--- src/rtl/fir_stream_sequencer.sv ---
// Block sequencer for the FIR datapath: primes filter history with zeros, streams
// one block of samples from the sample RAM, and writes each result to the output RAM.
module fir_stream_sequencer #(
    parameter int N       = 16,
    parameter int AW      = 5,
    parameter int TAPS    = 8,
    parameter int LATENCY = 2
) (
    input  logic          Clk,
    input  logic          Reset,
    input  logic          start,
    input  logic [AW:0]   len,
    output logic          mem_rd,
    output logic [AW-1:0] mem_addr,
    input  logic [N-1:0]  mem_rdata,
    output logic [N-1:0]  Xin,
    input  logic [N-1:0]  Yout,
    output logic          out_we,
    output logic [AW-1:0] out_addr,
    output logic [N-1:0]  out_wdata,
    output logic          busy,
    output logic          done
);

    localparam logic [AW:0] DEPTH = (AW+1)'(2**AW);
    localparam int PCW = (TAPS > 2) ? $clog2(TAPS-1) : 1;
    localparam logic [PCW-1:0] PRIME_LAST = PCW'((TAPS > 1) ? TAPS-2 : 0);

    typedef enum logic [2:0] {S_IDLE, S_PRIME, S_STREAM, S_DRAIN, S_DONE} state_t;

    state_t         state;
    logic [AW:0]    len_q;
    logic [AW:0]    rd_ptr;
    logic [AW:0]    wr_ptr;
    logic [PCW-1:0] prime_cnt;
    logic           s_vld;
    logic [LATENCY:0] vld_pipe;
    logic           y_vld;
    logic [AW:0]    len_clamped;

    assign len_clamped = (len > DEPTH) ? DEPTH : len;
    assign y_vld       = vld_pipe[LATENCY];
    assign out_we      = y_vld;
    assign out_addr    = wr_ptr[AW-1:0];
    assign out_wdata   = Yout;

    // Sample stage plus result-valid delay line; vld_pipe[0] travels alongside Xin.
    always_ff @(posedge Clk or posedge Reset) begin
        if (Reset) begin
            s_vld    <= 1'b0;
            Xin      <= '0;
            vld_pipe <= '0;
        end else begin
            s_vld       <= mem_rd;
            Xin         <= s_vld ? mem_rdata : '0;
            vld_pipe[0] <= s_vld;
            for (int i = 1; i <= LATENCY; i++)
                vld_pipe[i] <= vld_pipe[i-1];
        end
    end

    always_ff @(posedge Clk or posedge Reset) begin
        if (Reset) begin
            state     <= S_IDLE;
            len_q     <= '0;
            rd_ptr    <= '0;
            wr_ptr    <= '0;
            prime_cnt <= '0;
            mem_rd    <= 1'b0;
            mem_addr  <= '0;
            busy      <= 1'b0;
            done      <= 1'b0;
        end else begin
            if (y_vld)
                wr_ptr <= wr_ptr + (AW+1)'(1);
            case (state)
                S_IDLE: begin
                    done <= 1'b0;
                    if (start) begin
                        len_q     <= len_clamped;
                        rd_ptr    <= '0;
                        wr_ptr    <= '0;
                        prime_cnt <= '0;
                        busy      <= 1'b1;
                        if (len_clamped == '0) begin
                            state <= S_DONE;
                            done  <= 1'b1;
                        end else if (TAPS == 1) begin
                            state    <= S_STREAM;
                            mem_rd   <= 1'b1;
                            mem_addr <= '0;
                            rd_ptr   <= (AW+1)'(1);
                        end else begin
                            state <= S_PRIME;
                        end
                    end
                end
                S_PRIME: begin
                    // The first read is issued on the edge that ends the last prime cycle.
                    if (prime_cnt == PRIME_LAST) begin
                        state    <= S_STREAM;
                        mem_rd   <= 1'b1;
                        mem_addr <= '0;
                        rd_ptr   <= (AW+1)'(1);
                    end else begin
                        prime_cnt <= prime_cnt + PCW'(1);
                    end
                end
                S_STREAM: begin
                    if (rd_ptr == len_q) begin
                        mem_rd <= 1'b0;
                        state  <= S_DRAIN;
                    end else begin
                        mem_addr <= rd_ptr[AW-1:0];
                        rd_ptr   <= rd_ptr + (AW+1)'(1);
                    end
                end
                S_DRAIN: begin
                    if (y_vld && wr_ptr == len_q - (AW+1)'(1)) begin
                        state <= S_DONE;
                        done  <= 1'b1;
                    end
                end
                S_DONE: begin
                    done  <= 1'b0;
                    busy  <= 1'b0;
                    state <= S_IDLE;
                end
                default: state <= S_IDLE;
            endcase
        end
    end

endmodule
--- config.mk ---
export PLATFORM = sky130hd
export DESIGN_NAME = fir_stream_sequencer
export DESIGN_NICKNAME = d
export VERILOG_FILES = /design/src/rtl/fir_stream_sequencer.sv
export SDC_FILE = /design/constraint.sdc
export NUM_CORES = 1
export LEC_CHECK = 0
export BUFFER_PORTS_ARGS = -buffer_cell sky130_fd_sc_hd__buf_4
export CAP_MARGIN = 20
export CORE_ASPECT_RATIO = 0.6
export CORE_MARGIN = 2
export CORE_UTILIZATION = 35
export CTS_CLUSTER_DIAMETER = 120
export DETAILED_ROUTE_END_ITERATION = 8
export REMOVE_ABC_BUFFERS = 1
export SLEW_MARGIN = 25
export SYNTH_ARGS = -nofsm -noshare
export SYNTH_HDL_FRONTEND = slang
export SYNTH_SLANG_ARGS = --single-unit
--- constraint.sdc ---
create_clock -name Clk -period 2.2 [get_ports Clk]
set_input_delay 0.66 -clock Clk [delete_from_list [all_inputs] [get_ports Clk]]
set_output_delay 0.66 -clock Clk [all_outputs]
set_load 0.02 [all_outputs]
==> Word level (Yosys, flattened, before mapping) <==
Index checks and enable logic that the tools add are counted.
{ "op_classes": {"magnitude_cmp": 1, "n_bitwise": 0, "n_shift": 0, "add_sub_neg": 4, "n_mul": 0, "n_eq_ne": 13, "reduce_logical": 16, "n_mux": 30, "div_mod_pow": 0} }
{ "op_table": {"columns": ["operator", "count"], "rows": [
  ["two-way mux 6 bit", 7],
  ["two-way mux 3 bit", 7],
  ["one-hot mux 6 bit (3 select lines)", 1],
  ["two-way mux 16 bit", 1],
  ["adder 6 x 1 -> 6 bit, second input constant", 2],
  ["== test 6 bit", 2],
  ["!= test 2 bit, second input constant", 6],
  ["one-hot mux 3 bit (4 select lines)", 1],
  ["two-way mux 5 bit", 2],
  ["one-hot mux 5 bit (2 select lines)", 1],
  ["AND reduction 3 bit", 3],
  ["AND reduction 4 bit", 2],
  ["== test 3 x 2 -> 1 bit, second input constant", 2],
  ["== test 3 bit, second input constant", 2],
  ["greater-than comparator 6 bit, second input constant", 1],
  ["zero test 6 bit", 1],
  ["two-way mux 1 bit", 6],
  ["one-hot mux 3 bit (2 select lines)", 1],
  ["AND reduction 2 bit", 3],
  ["nonzero test 2 bit", 3],
  ["nonzero test 3 bit", 2],
  ["subtractor 6 x 1 -> 6 bit, second input constant", 1],
  ["one-hot mux 1 bit (2 select lines)", 2],
  ["adder 3 x 1 -> 3 bit, second input constant", 1],
  ["other kinds (4)", 4]
]} }
{ "totals": {"mem_bits_rw": 0, "latchBits": 0, "output_inout_bits": 46, "romBits": 0, "in_bits": 41, "ff_bits": 52, "word_cells": 76, "memories": 0} }

==> Depth between registers and ports, before layout <==
{ "logic_depth": {"word_depth": 6, "depth_mapped": 7, "depth_no_buf": 7} }

==> Worst setup path after synthesis <==
No wires, ideal clock.
{ "synth_path": {"path_kind": "flip-flop to flip-flop", "start": "reg prime_cnt[0]", "end": "reg state[0]", "stages_incl_launch_ff": 8, "slack_ps": 470, "period_less_slack_ps": 1730, "path_buffers": 0, "arrival_ps": 1606, "setup_time_ps": 124, "required_ps": 2076, "path_cell_list": "dfrtp_1 > inv_1 > ha_1 > nand2_1 > nor2_1 > a2111oi_2 > nor3_1 > a211o_1"} }
{ "synth_via": {"elab_chain_cells": 3} }
{ "synth_lines": {"columns": ["element", "line_no", "source"], "rows": [
  ["start: declaration", "35", "logic [PCW-1:0] prime_cnt;"],
  ["start signal: assignment", "106", "prime_cnt <= prime_cnt + PCW'(1);"],
  ["== test 3 bit", "100", "if (prime_cnt == PRIME_LAST) begin"],
  ["!= test 2 bit (no source line)", null, null],
  ["AND reduction 4 bit (no source line)", null, null],
  ["end signal: assignment", "94", "state <= S_PRIME;"],
  ["end signal: assignment", "101", "state <= S_STREAM;"],
  ["end signal: assignment", "112", "state <= S_DRAIN;"],
  ["end: declaration", "31", "state_t state;"]
]} }
No other way between the ends.
A chain may end at the register's enable or synchronous reset.

==> Worst setup path after layout <==
{ "layout_path": {"start": "reg prime_cnt[0]", "end": "reg rd_ptr[0]"} }
{ "layout_via": {"elab_chain_cells": 3} }
{ "layout_lines": {"columns": ["element", "line_no", "source"], "rows": [
  ["== test 3 bit", "100", null],
  ["!= test 2 bit (no source line)", null, null],
  ["AND reduction 4 bit (no source line)", null, null],
  ["end signal: assignment", "92", "rd_ptr <= (AW+1)'(1);"],
  ["end signal: assignment", "104", "rd_ptr <= (AW+1)'(1);"],
  ["end signal: assignment", "115", "rd_ptr <= rd_ptr + (AW+1)'(1);"],
  ["end: declaration", "33", "logic [AW:0] rd_ptr;"]
]} }
No other way between the ends.

==> results.cfg <==
[status]
status = finished, final reports clean

[floorplanning]
fp.dieArea_sq_um = 8190
die_h_um = 70.9
start_util_pct = 36.1
coreArea_sq_um = 7240
die_w_um = 115
row_count = 24
boundaryPins = 87

[worst_setup_path]
worstPathRequired_ps = 2370
critPathArrivalTime_ps = 2120
r2r-end = rd_ptr[0]
cpMaxStageDelayCell = dfrtp_1
cp_num_buf_inv = 1
r2r_cells = 6
cpPeakStageDelay_ps = 420
worstPathMaxFanout = 6
cp-end-kind = flop
path_cells = inv_1 > ha_1 > nand3b_1 > a211o_1 > a21oi_2 > mux2_1
r2r_slack_ps = 260
cp_top_family = compound AO/OA/AOI/OAI gates
timing.rr.start = prime_cnt[0]
crit_path_start_kind = flop
critical_path_class = flop to flop

[finish]
final_net_count = 348
drive_gt1_share_pct = 26.2
fin_util_pct = 43.5
mostFrequentLayoutCells = 61 x buf_4, 52 x dfrtp_1, 29 x nand2_1
final_common_cell = buf_4
n_antenna_cell = 0
syn_to_final_growth_pct = 20.5
n_fill_cell = 712

[run]
drv_cap = 0

[global_route]
first_global_vias = 1938
grt.total_usage_pct = 15.2
grt.overflow.total = 0
grt_pass1_wl_mm = 9.69
grt_max_degree = 22
antenna_found_initial = 0

[cts]
cts_tree = built
ctsLongestPathBuffers = 2
clock_sinks = 52
htreeDepth = 2
cts-resized-gates = 0
cts_setup_buffers = 0
clk_pin_slew_ps = 70
clk-insertion-delay-late_ps = 290
root_buffer = clkbuf_16
cts_buffers = 5
hold_buffers = 0

[timing]
slew_headroom_pct = 66.6
slew_viol_final = 0
finalCritPeriodShare_pct = 88.4
fin_tns_setup_ps = 0
skew_ps = 6.54
max_freq_mhz = 514
rsz0062_at_grt = false
hold_viol = 0
setup_viol = 0
fin_crit_ps = 1940
worst_pin_slew_ps = 500
finalHoldWorstSlack_ps = 358

[yosys]
synth-edff-count = 0
synth_area_sq_um = 2610
synth_seq_cells = 52
netlist_instances = 265
ys.warnings.count = 0
synthArstFlopShare_pct = 100
synth_cell_types = 42
avgSynthCellArea_sq_um = 9.85
yosys_most_used_dff = dfrtp_1
ys_seq_area_share_pct = 49.9

[place]
placement.io_buffers = 54
place_congestion = 0.804
hpwl_mm = 4.36

[power]
power.total_w = 0.00426
power_leakage_nw = 1.45
vdd_drop_max_uv = 435
power_density_nw_per_um2 = 1360

[detailed_routing]
via_count = 1937
first_pass_iters = 4
drc_errors = 0
ant_nets = 0
drt-total-wl_mm = 5.85
drtIter0Drc = 89
viasPerCell = 4.77
wl_per_cell_um = 14.4

[worst_hold_path]
hp-class = flop to flop
holdCritStartpoint = vld_pipe[1]
min_to = vld_pipe[2]
hold_depth = 0
## cells by family after synthesis
kind of cell / Yosys count / share of synthesized area (%)
xor+xnor: 18 / 6.04
flops: 52 / 49.9
simple gates: 104 / 20.8
buf+inv: 40 / 9.20
fa+ha+maj: 5 / 2.40
mux: 2 / 0.815
compound gates: 44 / 10.9
## how the worst max path moves through the flow
stage	endpoint	startpoint	cells after the start
floorplan	Xin[0]	Reset	1
global placement	state[0]	len[2]	6
detailed placement	rd_ptr[0]	prime_cnt[0]	6
CTS	rd_ptr[0]	prime_cnt[0]	6
global route	state[0]	prime_cnt[0]	7
finish	rd_ptr[0]	prime_cnt[0]	6
## cells in the mapped netlist (2+ instances only)
cell type | instances | area, sq um
nand2b_1 | 7 | 43.8
nor3_1 | 4 | 20.0
buf_2 | 6 | 30.0
dfrtp_1 | 52 | 1300
a211o_1 | 2 | 17.5
inv_1 | 7 | 26.3
nand3_1 | 9 | 45.0
nor2_1 | 22 | 82.6
o21ai_0 | 19 | 95.1
xnor2_1 | 4 | 35.0
buf_4 | 22 | 165
a31oi_1 | 2 | 12.5
ha_1 | 5 | 62.6
a22o_1 | 2 | 17.5
a21oi_1 | 9 | 45.0
nand2_1 | 29 | 109
xor2_1 | 14 | 123
nand4_1 | 5 | 31.3
and2_1 | 17 | 106
nand3b_1 | 3 | 22.5
clkbuf_1 | 4 | 15.0
## metrics by stage
| stage | area, sq um | instances | setup WS [ps] |
|---|---|---|---|
| 4_1_cts | 3150 | 406 | 271 |
| 3_5_place_dp | 3010 | 399 | 290 |
| 6_report | 3150 | 406 | 255 |
| 2_1_floorplan | 2400 | 233 | 282 |
| 5_1_grt | 3150 | 406 | 146 |
| 3_3_place_gp | 3010 | 399 | 308 |
## layout make-up
type                    instances  area (sq um)  area share (%)
multi-input cells             173          1070            34.0
well taps                     104           130            4.14
clock inverters                 2          12.5           0.398
inverters                       8          30.0           0.955
repair buffers                 62           478            15.2
clock buffers                   5           125            3.98
flip-flops and latches         52          1300            41.4
## metal layers
| layer | track usage, % | wire length, um |
|---|---|---|
| met5 | 0 | 0 |
| met4 | 3.08 | 22 |
| met3 | 6.51 | 558 |
| met2 | 19.7 | 2180 |
| met1 | 23.2 | 3090 |
## where the power goes
part	switching [W]	internal [W]	total [W]
sequential	0.000392	0.00127	0.00166
combinational	0.00101	0.000849	0.00186
clock	0.000328	0.000413	0.000741
total	0.00173	0.00253	0.00426
## flip-flops by register name (all words and copies together), names as in the netlist
register   flops
vld_pipe       3
done           1
prime_cnt      3
mem_rd         1
mem_addr       5
rd_ptr         6
wr_ptr         6
Xin           16
len_q          6
s_vld          1
state          3
busy           1
Power figures use the tool's default switching activity.
